==> src/rtl/uart_tx_fifo.sv <==
`default_nettype none
// ============================================================================
// Module   : uart_tx_fifo
// Brief    : UART transmitter with configurable frame, runtime baud divisor
//            and a valid/ready input buffered by a small FIFO.
// Revision : 1.0 - initial release
// ============================================================================
module uart_tx_fifo #(
  parameter int DATA_BITS  = 8,
  parameter int PARITY     = 0,
  parameter int STOP_BITS  = 1,
  parameter int DIV_WIDTH  = 16,
  parameter int FIFO_DEPTH = 4
) (
  input  logic                        i_clk,
  input  logic                        i_reset,
  input  logic [DIV_WIDTH-1:0]        i_clk_div,
  input  logic [DATA_BITS-1:0]        i_data,
  input  logic                        i_valid,
  output logic                        o_ready,
  output logic [$clog2(FIFO_DEPTH):0] o_fifo_count,
  output logic                        o_busy,
  output logic                        o_tx
);

  localparam int c_AW = $clog2(FIFO_DEPTH);
  localparam int c_CW = c_AW + 1;
  localparam int c_IW = $clog2(DATA_BITS);
  localparam logic [c_AW:0]          c_FULL      = c_CW'(FIFO_DEPTH);
  localparam logic [c_IW-1:0]        c_LAST_DATA = c_IW'(DATA_BITS - 1);
  localparam logic [c_IW-1:0]        c_LAST_STOP = c_IW'(STOP_BITS - 1);
  localparam logic [DIV_WIDTH-1:0]   c_DIV_MIN   = DIV_WIDTH'(2);

  typedef enum logic [2:0] {
    S_IDLE   = 3'd0,
    S_START  = 3'd1,
    S_DATA   = 3'd2,
    S_PARITY = 3'd3,
    S_STOP   = 3'd4
  } state_t;

  logic [DATA_BITS-1:0] r_mem [FIFO_DEPTH];
  logic [c_AW-1:0]      r_wr_ptr;
  logic [c_AW-1:0]      r_rd_ptr;
  logic [c_AW:0]        r_count;
  logic                 w_push;
  logic                 w_pop;

  state_t               r_state;
  state_t               w_state_nxt;
  logic [c_IW-1:0]      r_bit_idx;
  logic [c_IW-1:0]      w_bit_idx_nxt;
  logic [DIV_WIDTH-1:0] r_cnt;
  logic [DIV_WIDTH-1:0] w_cnt_nxt;
  logic [DIV_WIDTH-1:0] r_div;
  logic [DIV_WIDTH-1:0] w_div_sat;
  logic [DATA_BITS-1:0] r_data;
  logic                 w_tick;
  logic                 w_par_bit;

  assign w_push    = i_valid && (r_count != c_FULL);
  assign w_div_sat = (i_clk_div < c_DIV_MIN) ? c_DIV_MIN : i_clk_div;
  assign w_tick    = (r_cnt == '0);
  assign w_par_bit = (PARITY == 2) ? ~(^r_data) : (^r_data);

  always_ff @(posedge i_clk) begin
    if (w_push) begin
      r_mem[r_wr_ptr] <= i_data;
    end
  end

  always_ff @(posedge i_clk) begin
    if (i_reset) begin
      r_wr_ptr <= '0;
      r_rd_ptr <= '0;
      r_count  <= '0;
    end else begin
      if (w_push) r_wr_ptr <= r_wr_ptr + 1'b1;
      if (w_pop)  r_rd_ptr <= r_rd_ptr + 1'b1;
      case ({w_push, w_pop})
        2'b10:   r_count <= r_count + 1'b1;
        2'b01:   r_count <= r_count - 1'b1;
        default: r_count <= r_count;
      endcase
    end
  end

  always_ff @(posedge i_clk) begin
    if (i_reset) begin
      r_state   <= S_IDLE;
      r_bit_idx <= '0;
      r_cnt     <= '0;
      r_div     <= c_DIV_MIN;
      r_data    <= '0;
    end else begin
      r_state   <= w_state_nxt;
      r_bit_idx <= w_bit_idx_nxt;
      r_cnt     <= w_cnt_nxt;
      if (w_pop) begin
        r_data <= r_mem[r_rd_ptr];
        r_div  <= w_div_sat;
      end
    end
  end

  // A pop always starts a new frame: it reloads the divisor and bit timer.
  always_comb begin
    w_state_nxt   = r_state;
    w_bit_idx_nxt = r_bit_idx;
    w_cnt_nxt     = r_cnt;
    w_pop         = 1'b0;
    if (r_state != S_IDLE) begin
      w_cnt_nxt = w_tick ? (r_div - 1'b1) : (r_cnt - 1'b1);
    end
    case (r_state)
      S_IDLE: begin
        if (r_count != '0) w_pop = 1'b1;
      end
      S_START: begin
        if (w_tick) begin
          w_state_nxt   = S_DATA;
          w_bit_idx_nxt = '0;
        end
      end
      S_DATA: begin
        if (w_tick) begin
          if (r_bit_idx == c_LAST_DATA) begin
            w_state_nxt   = (PARITY != 0) ? S_PARITY : S_STOP;
            w_bit_idx_nxt = '0;
          end else begin
            w_bit_idx_nxt = r_bit_idx + 1'b1;
          end
        end
      end
      S_PARITY: begin
        if (w_tick) begin
          w_state_nxt   = S_STOP;
          w_bit_idx_nxt = '0;
        end
      end
      S_STOP: begin
        if (w_tick) begin
          if (r_bit_idx == c_LAST_STOP) begin
            if (r_count != '0) w_pop = 1'b1;
            else               w_state_nxt = S_IDLE;
          end else begin
            w_bit_idx_nxt = r_bit_idx + 1'b1;
          end
        end
      end
      default: w_state_nxt = S_IDLE;
    endcase
    if (w_pop) begin
      w_state_nxt   = S_START;
      w_bit_idx_nxt = '0;
      w_cnt_nxt     = w_div_sat - 1'b1;
    end
  end

  always_comb begin
    o_tx = 1'b1;
    case (r_state)
      S_START:  o_tx = 1'b0;
      S_DATA:   o_tx = r_data[r_bit_idx];
      S_PARITY: o_tx = w_par_bit;
      default:  o_tx = 1'b1;
    endcase
  end

  assign o_ready      = (r_count != c_FULL);
  assign o_fifo_count = r_count;
  assign o_busy       = (r_state != S_IDLE) || (r_count != '0);

endmodule
`default_nettype wire

==> config.mk <==
export PLATFORM = sky130hd
export DESIGN_NAME = uart_tx_fifo
export DESIGN_NICKNAME = d
export VERILOG_FILES = /design/src/rtl/uart_tx_fifo.sv
export SDC_FILE = /design/constraint.sdc
export NUM_CORES = 1
export LEC_CHECK = 0
export CORE_MARGIN = 4
export CORE_UTILIZATION = 25
export DETAILED_ROUTE_END_ITERATION = 12
export SETUP_SLACK_MARGIN = 0.3
export SYNTH_ARGS = -nofsm -noshare
export SYNTH_HDL_FRONTEND = slang
export SYNTH_SLANG_ARGS = --single-unit
export TNS_END_PERCENT = 100
==> constraint.sdc <==
create_clock -name i_clk -period 6.9 [get_ports i_clk]
set_input_delay 1.38 -clock i_clk [delete_from_list [all_inputs] [get_ports i_clk]]
set_output_delay 1.38 -clock i_clk [all_outputs]
set_load 0.01 [all_outputs]
==> impl_metrics.ini <==
[drt]
routed_via_density = 5.17
drt_wl_total_mm = 11.4
drtPass1Iterations = 5
wl_per_cell_um = 15.7
drt.antenna.violating_nets = 0
drc = 0
via_count = 3761
drt_iter0_drc = 281

[logic_synthesis]
synth_flop_cell = dfxtp_1
synth-edff-count = 32
synthDistinctLibCells = 62
synth-async-reset-ratio = 0
ys_ff_latch = 85
yosysSeqAreaShare = 0.454
synth.top_cell.area_share = 0.238
synth_top_area_cell = dfxtp_1
synth_mux_area_frac = 0.0595
synth_top_cells_by_area = dfxtp_1 24%, edfxtp_1 22%, nand2_1 5.6%
synth.avg_cell_area_um2 = 9.32
yosys_warnings = 0
synth_compound_area_frac = 0.189
synth-simple-area-share = 0.193
synthXorXnorAreaFrac = 0.0334
synth_cells = 478
syn_nets = 515
synthesis.area_um2 = 4460
synth_top_family_by_area = simple AND/OR/NAND/NOR gates
synthAdderAreaFrac = 0.0298

[clock_tree]
cts-root-buf = clkbuf_16
cts_max_path_buffers = 2
cts.sinks = 85
post_cts_buffers = 0
cts_hold_buf = 0
cts_made_buffers = 9
cts_tree = yes
cts_resized = 0
clk_pin_slew_ps = 70
clk_latency_ps = 350
h-tree-depth = 3

[pwr]
ir_worst_vdd_mv = 0.218
switching_share = 0.447
powerDensity_nw_per_um2 = 477
power_frac_seq = 0.303
power_frac_comb = 0.500
intPower_mw = 1.39
p_switching_mw = 1.13
power_frac_clock = 0.196
leakagePower_nw = 1.83

[layout]
final_cells = 727
drive_above_1_share = 0.0837
stdcell_area_um2 = 5280
antenna_cells = 0
final_nets = 534
syn_to_final_growth_pct = 18.5

[grt]
antenna_found_initial = 0
grt_max_degree = 52
grt_pass1_wl_mm = 18.7
grtUsageTotal = 0.117
grt_pass1_vias = 3628
overflow = 0

[critical_path]
crit_family = simple AND/OR/NAND/NOR gates
worstReg2RegStart = r_cnt[5]
critPathBufInv = 2
startpoint_type = input pin
crit_end = r_cnt[12]
reg2reg_depth = 11
crit_slowest_cell = nor4_1
rrSetupSlack_ps = 2740
path_class = input pin to flip-flop
arrival_ps = 4760
timing.rr.end = r_cnt[12]
cp.required_ps = 7150
cp-startpoint = i_clk_div[15]
crit_chain = clkdlybuf4s50_1 -> nor4_1 -> nand4_1 -> o31a_1 -> o32ai_4 -> ha_1 -> inv_1 -> o22ai_1 -> nand4_2 -> or3b_1 -> a311oi_1
cp.depth = 11
end_kind = flip-flop
critPathMaxStageDelay_ps = 500
cp_max_fo = 6

[timing]
fmax_mhz = 222
post-route-min-period_ps = 4510
rsz0062_at_grt = false
slew_headroom = 0.292
setup-tns-final_ps = 0
worst_pin_slew_ps = 1060
hold_violations = 0
setup_viol = 0
maxSlewViolCount = 0
post-route-period-util = 0.654
finClkSkew_ps = 8.20

[die]
ios = 33
core_um2 = 17400
dieArea_um2 = 20000
die_h_um = 142
initial_core_util = 0.257
rows = 48
die_x_um = 142

[placement]
place_area_um2 = 4970
placedCellCount = 711
routabilityCongestion = 0.944
dp_hpwl_mm = 8.02
port_buffers = 32

[status]
status = completed

[hold_path]
worstHoldPathType = flip-flop to flip-flop

[run]
maxCapViolations = 0
-- metrics by stage --
| step | power [mW] | utilization | worst slack, ps | hold WS (ps) |
|---|---|---|---|---|
| 5_1_grt | 2.71 | 0.304 | 2090 | 482 |
| 3_3_place_gp | 2.00 | 0.286 | 2220 | 442 |
| 4_1_cts | 2.51 | 0.304 | 2450 | 455 |
| 2_1_floorplan | 1.71 | - | 3210 | 428 |
| 6_report | 2.52 | 0.304 | 2390 | 455 |
| 3_5_place_dp | 2.01 | 0.286 | 2100 | 446 |
-- tightest hold or removal path, delay by kind of cell, from the launching register on --
kind             cells  cell delay [ps]
AO/OA/AOI/OAI        1               50
AND/OR/NAND/NOR      1               50
flip-flops           1              310
-- placed cells by master (no fill, tap or decap), types with 4 or more instances in the layout --
cell type,count
clkbuf_16,9
or3_1,4
o21ai_0,16
ha_1,9
mux4_2,10
xor2_1,6
dfxtp_1,53
a211oi_1,9
a31oi_1,16
a21oi_1,46
mux2i_1,4
edfxtp_1,32
nand2_1,66
nor4_1,7
buf_4,5
nor2_1,45
clkdlybuf4s50_1,31
inv_1,15
a22oi_1,5
nand4_1,6
and3_1,6
nor3_1,21
nand3_1,6
xnor2_1,11
-- power groups by stage --
stage | clock network, mW | registers, mW | logic, mW
after floorplan | 0 | 0.721 | 0.986
after global placement | 0 | 0.767 | 1.23
after detailed placement | 0 | 0.773 | 1.24
after CTS | 0.507 | 0.762 | 1.24
after global routing | 0.526 | 0.781 | 1.40
final | 0.494 | 0.764 | 1.26
-- cells in the mapped netlist, types with 6 or more instances --
| cell | n |
|---|---|
| xnor2_1 | 11 |
| a211oi_1 | 9 |
| a21oi_1 | 46 |
| o21ai_0 | 16 |
| nand2_1 | 66 |
| a31oi_1 | 16 |
| dfxtp_1 | 53 |
| nor4_1 | 7 |
| nor2_1 | 45 |
| ha_1 | 9 |
| clkbuf_1 | 17 |
| mux4_2 | 10 |
| nand3_1 | 6 |
| buf_1 | 6 |
| nor3_1 | 21 |
| inv_1 | 15 |
| nand4_1 | 6 |
| edfxtp_1 | 32 |
| xor2_1 | 6 |
| and3_1 | 6 |
-- layer usage --
| metal | GRT usage | up-vias | wire (um) |
|---|---|---|---|
| met5 | 0 | - | 0 |
| met1 | 0.160 | 1796 | 5290 |
| met4 | 0.0429 | 0 | 199 |
| li1 | - | 1809 | - |
| met2 | 0.173 | 140 | 5060 |
| met3 | 0.0367 | 16 | 882 |
-- worst min path at each step --
stage,from,endpoint,slack [ps],cells after the start
floorplan,r_div[11],r_div[11],430,2
global placement,r_div[15],r_div[15],440,2
detailed placement,r_div[11],r_div[11],450,2
CTS,r_div[11],r_div[11],460,2
global route,r_div[11],r_div[11],480,2
finish,r_div[11],r_div[11],460,2
-- state kept, by name (all words and copies together), names as in the netlist --
register and cells:
r_div 16, r_rd_ptr 2, r_bit_idx 3, o_fifo_count 3, r_data 8, r_cnt 16
r_wr_ptr 2, r_state 3, r_mem 32
-- area by class of cell --
class                           count  area [um^2]
Timing Repair Buffer               37          353
Clock inverter                      7         88.8
Fill cell                        1814        12100
Sequential cell                    85         2020
Inverter                           16         60.1
Clock buffer                        9          225
Tap cell                          225          282
Multi-Input combinational cell    348         2250
-- kinds of logic (layout without fill, tap and decap cells) --
| kind of cell | Yosys count | in the layout |
|---|---|---|
| XOR/XNOR | 17 | 17 |
| multiplexers | 14 | 14 |
| buffers and inverters | 45 | 69 |
| adder cells (fa/ha/maj) | 10 | 10 |
| flip-flops | 85 | 85 |
| AND/OR/NAND/NOR | 181 | 181 |
| AO/OA/AOI/OAI | 126 | 126 |
No activity file was read; power rests on OpenSTA's default activity.
